[src/rtl/simple_processor_pkg.sv]
// Shared types and constants for the simple processor data-memory path.
//   DATA_WIDTH            : data/address width of the core
//   DMEM_TIMEOUT_DEFAULT  : default BUSY-cycle budget before a DMEM access is abandoned
//   dmem_state_t          : load/store controller states
//   dmem_err_t            : error codes reported on err_code_o
package simple_processor_pkg;

  localparam int unsigned DATA_WIDTH           = 32;
  localparam int unsigned DMEM_TIMEOUT_DEFAULT = 16;

  typedef enum logic [1:0] {
    IDLE = 2'b00,
    BUSY = 2'b01,
    DONE = 2'b10,
    ERR  = 2'b11
  } dmem_state_t;

  typedef enum logic [1:0] {
    ERR_NONE     = 2'b00,
    ERR_MISALIGN = 2'b01,
    ERR_TIMEOUT  = 2'b10,
    ERR_CONFLICT = 2'b11
  } dmem_err_t;

  // Word accesses only: the two byte-offset bits must be zero.
  function automatic logic word_aligned(input logic [1:0] byte_off);
    return byte_off == 2'b00;
  endfunction

endpackage

[src/rtl/dmem_timeout_cnt.sv]
// BUSY-cycle counter for the DMEM access controller.
//   clk     : clock
//   rst     : asynchronous active-high reset
//   clear   : synchronous clear (new access accepted)
//   enable  : count this cycle (controller is BUSY)
//   expired : this enabled cycle is the last one allowed (TIMEOUT_CYCLES-th BUSY cycle)
// TIMEOUT_CYCLES must be >= 1. The counter saturates at TIMEOUT_CYCLES.
module dmem_timeout_cnt #(
  parameter int unsigned TIMEOUT_CYCLES = 16
) (
  input  logic clk,
  input  logic rst,
  input  logic clear,
  input  logic enable,
  output logic expired
);

  localparam int unsigned CW = $clog2(TIMEOUT_CYCLES + 1);
  localparam logic [CW-1:0] LIMIT = CW'(TIMEOUT_CYCLES);
  localparam logic [CW-1:0] LAST  = CW'(TIMEOUT_CYCLES - 1);

  logic [CW-1:0] count;

  always_ff @(posedge clk or posedge rst) begin
    if (rst) begin
      count <= '0;
    end else if (clear) begin
      count <= '0;
    end else if (enable && (count != LIMIT)) begin
      count <= count + CW'(1);
    end
  end

  // The count reflects completed BUSY cycles, so the limit is reached on the
  // cycle whose increment would take it to TIMEOUT_CYCLES. Flagging it here
  // lets the controller drop the request right after the last allowed cycle.
  assign expired = enable && (count >= LAST);

endmodule

[src/rtl/dmem_access_ctrl.sv]
// Load/store handshake controller between the execution stage and the DMEM port.
// Accepts one word access per instruction, holds the DMEM request until ack,
// stalls the pipeline meanwhile, and reports misalignment, load/store conflict
// and timeout errors.
//   clk_i, arst_i                : clock, asynchronous active-high reset
//   ex_valid_i/load_i/store_i    : execution-stage instruction qualifiers
//   ex_addr_i, ex_wdata_i        : byte address and store data
//   dmem_req_o/addr_o/we_o/wdata_o : memory request (held stable while BUSY)
//   dmem_ack_i, dmem_rdata_i     : memory completion and read data
//   stall_o                      : hold upstream pipeline
//   done_o, load_valid_o         : completion pulses
//   load_data_o                  : last completed load data
//   err_o, err_code_o            : error pulse and sticky error code
module dmem_access_ctrl #(
  parameter int unsigned DATA_WIDTH     = simple_processor_pkg::DATA_WIDTH,
  parameter int unsigned TIMEOUT_CYCLES = simple_processor_pkg::DMEM_TIMEOUT_DEFAULT
) (
  input  logic                  clk_i,
  input  logic                  arst_i,
  input  logic                  ex_valid_i,
  input  logic                  ex_load_i,
  input  logic                  ex_store_i,
  input  logic [DATA_WIDTH-1:0] ex_addr_i,
  input  logic [DATA_WIDTH-1:0] ex_wdata_i,
  output logic                  dmem_req_o,
  output logic [DATA_WIDTH-1:0] dmem_addr_o,
  output logic                  dmem_we_o,
  output logic [DATA_WIDTH-1:0] dmem_wdata_o,
  input  logic                  dmem_ack_i,
  input  logic [DATA_WIDTH-1:0] dmem_rdata_i,
  output logic                  stall_o,
  output logic                  done_o,
  output logic                  load_valid_o,
  output logic [DATA_WIDTH-1:0] load_data_o,
  output logic                  err_o,
  output logic [1:0]            err_code_o
);

  import simple_processor_pkg::*;

  dmem_state_t state, state_next;

  logic [DATA_WIDTH-1:0] addr;
  logic [DATA_WIDTH-1:0] wdata;
  logic                  we;
  logic [DATA_WIDTH-1:0] load_data;
  dmem_err_t             err_code;

  logic      accept;
  logic      capture;
  logic      err_set;
  dmem_err_t err_next;
  logic      busy;
  logic      expired;
  logic      req;
  logic      stall;
  logic      done;
  logic      load_valid;
  logic      err;

  // Enable depends only on the state so the expired flag never feeds back
  // into the ack decision combinationally; an ack on the limit cycle still wins.
  assign busy = (state == BUSY);

  dmem_timeout_cnt #(
    .TIMEOUT_CYCLES (TIMEOUT_CYCLES)
  ) u_timeout_cnt (
    .clk     (clk_i),
    .rst     (arst_i),
    .clear   (accept),
    .enable  (busy),
    .expired (expired)
  );

  always_ff @(posedge clk_i or posedge arst_i) begin
    if (arst_i) begin
      state     <= IDLE;
      addr      <= '0;
      wdata     <= '0;
      we        <= 1'b0;
      load_data <= '0;
      err_code  <= ERR_NONE;
    end else begin
      state <= state_next;
      if (accept) begin
        addr  <= ex_addr_i;
        wdata <= ex_wdata_i;
        we    <= ex_store_i;
      end
      if (capture) begin
        load_data <= dmem_rdata_i;
      end
      if (err_set) begin
        err_code <= err_next;
      end
    end
  end

  always_comb begin
    state_next = state;
    accept     = 1'b0;
    capture    = 1'b0;
    err_set    = 1'b0;
    err_next   = ERR_NONE;
    req        = 1'b0;
    stall      = 1'b0;
    done       = 1'b0;
    load_valid = 1'b0;
    err        = 1'b0;

    unique case (state)
      IDLE: begin
        // Stray acks are ignored here; only a memory instruction matters.
        if (ex_valid_i && (ex_load_i || ex_store_i)) begin
          if (ex_load_i && ex_store_i) begin
            state_next = ERR;
            err_set    = 1'b1;
            err_next   = ERR_CONFLICT;
          end else if (!word_aligned(ex_addr_i[1:0])) begin
            state_next = ERR;
            err_set    = 1'b1;
            err_next   = ERR_MISALIGN;
          end else begin
            state_next = BUSY;
            accept     = 1'b1;
            stall      = 1'b1;
          end
        end
      end

      BUSY: begin
        req   = 1'b1;
        stall = 1'b1;
        if (dmem_ack_i) begin
          capture    = !we;
          state_next = DONE;
        end else if (expired) begin
          state_next = ERR;
          err_set    = 1'b1;
          err_next   = ERR_TIMEOUT;
        end
      end

      DONE: begin
        // Upstream advances at the end of this cycle; the still-present
        // instruction must not be accepted a second time.
        done       = 1'b1;
        load_valid = !we;
        state_next = IDLE;
      end

      ERR: begin
        err        = 1'b1;
        state_next = IDLE;
      end

      default: begin
        state_next = IDLE;
      end
    endcase
  end

  assign dmem_req_o   = req;
  assign dmem_addr_o  = addr;
  assign dmem_we_o    = we && req;
  assign dmem_wdata_o = wdata;
  assign stall_o      = stall;
  assign done_o       = done;
  assign load_valid_o = load_valid;
  assign load_data_o  = load_data;
  assign err_o        = err;
  assign err_code_o   = err_code;

endmodule

[config.mk]
export PLATFORM = sky130hd
export DESIGN_NAME = dmem_access_ctrl
export DESIGN_NICKNAME = d
export VERILOG_FILES = /design/src/rtl/simple_processor_pkg.sv /design/src/rtl/dmem_timeout_cnt.sv /design/src/rtl/dmem_access_ctrl.sv
export SDC_FILE = /design/constraint.sdc
export NUM_CORES = 1
export LEC_CHECK = 0
export CORE_MARGIN = 2
export CORE_UTILIZATION = 44
export CTS_CLUSTER_SIZE = 28
export DETAILED_ROUTE_END_ITERATION = 10
export PLACE_DENSITY = 0.85
export SLEW_MARGIN = 30
export SYNTH_ARGS = -nofsm -noshare
export SYNTH_HDL_FRONTEND = slang
export SYNTH_HIERARCHICAL = 1
export SYNTH_SLANG_ARGS = --single-unit
export TNS_END_PERCENT = 100
[constraint.sdc]
create_clock -name clk_i -period 5.2 [get_ports clk_i]
set_input_delay 1.3 -clock clk_i [delete_from_list [all_inputs] [get_ports clk_i]]
set_output_delay 1.3 -clock clk_i [all_outputs]
set_load 0.02 [all_outputs]
==> After elaboration in Yosys (flattened, before gate mapping) <==
Cells that the tools add are included.
{ "word_totals": {"in_bits": 102, "output_inout_bits": 104, "reg_bits": 106} }
{ "classes": {"n_reduce_logical": 12, "n_eq_ne": 6, "n_mux": 31, "order_cmp": 1, "n_addsub": 1} }
{ "ops": {"columns": ["cell", "count"], "rows": [
  ["2-bit two-way mux", 9],
  ["1-bit two-way mux", 16],
  ["5-bit two-way mux", 2],
  ["2-bit case mux with 3 select lines", 1],
  ["5-bit by 1-bit adder with 5-bit output, second input constant", 1],
  ["5-bit by 4-bit greater-or-equal comparator with 1-bit output, second input constant", 1],
  ["1-bit logical AND", 5],
  ["5-bit != test, second input constant", 1],
  ["2-bit equality test, second input constant", 2],
  ["2-bit logical NOT", 2],
  ["1-bit case mux with 2 select lines", 2],
  ["2-bit case mux with 2 select lines", 1],
  ["3-bit != test, second input constant", 1],
  ["2-bit by 1-bit equality test with 1-bit output, second input constant", 1],
  ["2-bit != test, second input constant", 1],
  ["2-bit AND reduction", 1],
  ["2-bit nonzero test", 1],
  ["2-bit OR reduction", 1],
  ["1-bit logical NOT", 1],
  ["1-bit logical OR", 1]
]} }

==> Logic depth before layout (Yosys ltp) <==
{ "depth": {"word_depth": 6, "ltp_mapped": 8} }

==> Hierarchy <==
The synthesis kept the hierarchy.
{ "by_module_without_submodules": {"columns": ["module", "area_per_inst_um2", "cells_per_inst", "instances"], "rows": [
  ["dmem_access_ctrl", 3961.3, 235, 1],
  ["dmem_timeout_cnt", 311.5, 33, 1]
]} }

==> Worst setup path after synthesis <==
No wires, ideal clock.
{ "synth_path": {"path_type": "in2out", "start": "input ex_load_i", "end": "output stall_o", "cell_stages": 5, "setup_slack_ns": 1.660, "required_ns": 3.900, "t_arrival_ns": 2.240, "path_buffers": 2, "cell_sequence": "a211o_1 -> nand3b_4 -> buf_6 -> buf_6 -> nand2_1"} }
{ "synth_via": {"elab_chain_cells": 4, "elab_cells_between_ends": 6, "classes_between": "mux (3); reduce/logical (3)"} }
{ "synth_lines": {"columns": ["element", "line", "text"], "rows": [
  ["start: declaration", "dmem_access_ctrl.sv:21", "input logic ex_load_i,"],
  ["1-bit logical AND or 1-bit logical OR (tied branches)", "dmem_access_ctrl.sv:115, dmem_access_ctrl.sv:114", null],
  ["1-bit two-way mux or 1-bit logical AND (tied branches)", "dmem_access_ctrl.sv:115, dmem_access_ctrl.sv:114", null],
  ["1-bit two-way mux (*)", "dmem_access_ctrl.sv:114", "if (ex_valid_i && (ex_load_i || ex_store_i)) begin"],
  ["1-bit case mux with 2 select lines (*)", "dmem_access_ctrl.sv:111", "unique case (state)"],
  ["end: declaration", "dmem_access_ctrl.sv:31", "output logic stall_o,"]
]} }
Mark *: on every way between the ends. The rest lies on a longest branch, timed or not.

==> Worst setup path in the final report <==
Same ends and word-level chain as after synthesis.

==> key figures <==
Routing
  • Drt pass-1 iters: 4
  • Number of routed nets with antenna violations: 0
  • Via count: 2,944
  • Total Routed Length: slightly below 10,000 microns
  • Remaining DRCs: 0
  • Wire per inst: 16.1 microns
  • DRT iter0 DRCs: between 40 and 50
  • Vias per cell: slightly below 5

Floorplan
  • Die area: between 10,000 and 15,000 sq um
  • Chip Width: a little over 100 microns
  • Num ports: about 210
  • Die H: between 100 and 150 microns
  • Std cell rows: 35
  • Core ar.: 9330 sq um
  • Starting Density: a little under half

Clock tree
  • Clock latency at the later pin of the worst-skew pair: 0.35 ns
  • Clock Tree Buf Depth: 2
  • CTS Hold Bufs: 0
  • CTS root buf: clkbuf_8
  • CTS sink cnt: between 100 and 150
  • CTS H-tree lvls: 3
  • Setup Buffers After CTS: 0
  • TritonCTS clock tree: built
  • CTS resizes: 0
  • Reg clk slew, reported paths: about 0.080 ns
  • CTS buffer count: 9

Timing
  • Max_slew headroom: approximately half
  • Tcrit/Tclk final: about 80%
  • Setup WS post-layout: ~0.94 ns
  • Final hold vios: 0
  • Final setup fails: 0
  • Fmax achieved: ~230 MHz
  • Clock Skew: around 0.016 ns
  • Hold WS: approximately 0.50 ns
  • Slew @ Worst Pin: 0.758 ns
  • Slew Viols, Final: 0
  • TNS Setup: 0 ns
  • Period minus WS final: around 4.3 ns
  • RSZ-0062 raised after global routing: no

Worst setup path
  • Worst Path Required: approximately 3.9 ns
  • CP startpoint kind: input pin
  • Crit path max fanout: 4
  • Stages on the worst setup path: 5
  • Crit path max-delay family: buffers and inverters
  • Most repeated library cell on the critical path: clkdlybuf4s50_1
  • Slowest cell delay on critical path: about 0.60 ns
  • Worst Setup EP: stall_o
  • Crit-path cells: clkdlybuf4s50_1 > a211o_1 > nand3b_4 > nand2_1 > clkdlybuf4s50_1
  • Nature of the critical path endpoint: primary output
  • CP max stage cell: clkdlybuf4s50_1
  • Worst R2R Setup Slack: around 3.3 ns
  • Critical path origin: ex_load_i
  • RR Startpoint: state[0]$_DFFE_PP0P_
  • Capturing point of the worst reg2reg path: u_timeout_cnt/count[0]$_DFFE_PP0P_
  • WS Path Type: input pin to primary output
  • CP Data Arrival Time: a little under 3 ns
  • R2r worst-path depth: 6
  • Sum of buffers and inverters on the critical path: 2

Place
  • Placed insts: between 500 and 600
  • Place WS: 0.940 ns
  • DPL Wire Length: ~7300 microns
  • RePlAce Congestion: 0.799
  • I/O Buffers: slightly above 200
  • DP Area: 6440 sq um

Power
  • Psw: 1.42 mW
  • Pint: ~2.6 mW
  • Clk pwr share: ~11%
  • Power Density: 602 nW/um^2
  • Total power: ~4 mW
  • Leakage power: 2.91 nW
  • Part of the power in registers: between 30% and 40%
  • Combinational share of power: about 52%
  • Peak supply drop: between 0.0002 and 0.0003 V
  • Sw frac: roughly 36%

Final layout
  • Fin nets: slightly below 600
  • Layout cells sized above 1: approximately a quarter
  • Final non-filler cell total: between 600 and 700
  • Final core utilization: 70.9%
  • Layout area overhead: 54.7%
  • # diodes: 0
  • FILL cells: 660
  • Design Area, Final: roughly 6600 sq um

Synthesis
  • Syn_nets: 373
  • Synth top area share: 62.1%
  • Synth Cell Area: around 4300 sq um
  • Post-synth cell types: 33
  • Seq cells post-synth: between 100 and 150
  • Leading area contributor after synthesis: dfrtp_1
  • Average cell area after synthesis: about 16 sq um
  • Sequential area share after synthesis: 62.1%
  • Top cells by area, synth: dfrtp_1, mux2_2, mux2_4, buf_6, inv_1
  • Syn. warnings: 6
  • Mapped Cells: 268

GRT
  • First-pass GRT wire length: about 15,000 microns
  • GRT Residual Overflow: 0
  • Largest net degree at the start of global routing: 87
  • All-Layer GR Usage: a little under a fifth
  • Vias in the first global route: between 3k and 4k
  • Initial antenna violation count: 0

Status
  • Status: complete, no violations

Run
  • # Max-Cap Violations: 0

Min path
  • Hold crit path type: register to register
## power groups by stage
stage                     sequential (mW)  clock (mW)  combinational [mW]
final                                1.46       0.448                2.07
after floorplan                      1.93           0               0.602
after global routing                 1.51       0.502                2.19
after global placement               1.45           0                2.05
after detailed placement             1.48           0                2.09
after CTS                            1.46       0.468                2.09
## layout make-up
cell class                      count  area (sq um)  area share, %
Inverter                           12          50.0          0.757
Sequential cell                   106          2650           40.1
Clock buffer                       11           141           2.14
Tap cell                          129           161           2.44
Timing Repair Buffer              208          2080           31.4
Clock inverter                      4          28.8          0.435
Multi-Input combinational cell    140          1500           22.7
## placed cells by master, fill, tap and decap left out, types with 2 or more instances in the layout
master,n
mux2_1,2
ha_1,3
nor2_1,7
a211oi_1,3
mux2_2,67
nor2b_1,2
inv_1,10
nand2_1,5
mux2_4,27
nand4_1,3
buf_4,2
and2_1,4
dfrtp_1,106
clkbuf_8,10
clkdlybuf4s50_1,205
clkinvlp_4,2
## Yosys cell counts
master	number
a211o_1	1
a211oi_1	3
a21boi_0	1
a21oi_1	1
a31o_2	1
a41o_1	1
and2_1	4
and3_1	1
buf_2	3
buf_4	3
buf_6	4
dfrtp_1	106
ha_1	3
inv_1	11
inv_2	1
mux2_1	2
mux2_2	67
mux2_4	27
mux2i_1	1
nand2_1	5
nand2b_1	1
nand3_1	1
nand3b_4	1
nand4_1	3
nor2_1	7
nor2b_1	2
nor3b_2	1
o21a_1	1
o21ai_0	1
o311ai_0	1
o31ai_1	1
o41a_1	1
xor2_1	1
## worst min path at each step
stage / startpoint / endpoint / slack [ns] / cells past startpoint
2_1_floorplan: state[1]$_DFFE_PP0P_ / state[1]$_DFFE_PP0P_ / 0.45 / 1
3_3_place_gp: dmem_addr_o[0]$_DFFE_PP0P_ / dmem_addr_o[0]$_DFFE_PP0P_ / 0.47 / 1
3_5_place_dp: dmem_addr_o[1]$_DFFE_PP0P_ / dmem_addr_o[1]$_DFFE_PP0P_ / 0.48 / 1
4_1_cts: dmem_addr_o[1]$_DFFE_PP0P_ / dmem_addr_o[1]$_DFFE_PP0P_ / 0.50 / 1
5_1_grt: load_data_o[30]$_DFFE_PP0P_ / load_data_o[30]$_DFFE_PP0P_ / 0.52 / 1
6_report: dmem_addr_o[1]$_DFFE_PP0P_ / dmem_addr_o[1]$_DFFE_PP0P_ / 0.50 / 1
## kinds of logic (layout without fill, tap and decap cells)
kind of cell	Yosys count	in the layout	share of synthesized area, %
flops	106	106	62.1
buf+inv	22	235	2.99
compound gates	13	13	2.40
fa+ha+maj	3	3	0.879
simple gates	26	26	3.54
mux	97	97	27.9
xor+xnor	1	1	0.205
## registers in the layout, summed over array words and instances (netlist names)
name	flops
dmem_addr_o	32
dmem_wdata_o	32
err_code_o	2
load_data_o	32
state	2
u_timeout_cnt/count	5
we	1
## routing by layer
layer,up-vias,share of wire (%),global-route usage (%)
li1,1349,-,-
met1,1455,40,22.1
met2,130,51,31.1
met3,10,8.5,6.37
met4,0,1.4,5.74
met5,-,0,0
No activity file was read; power rests on OpenSTA's default activity.
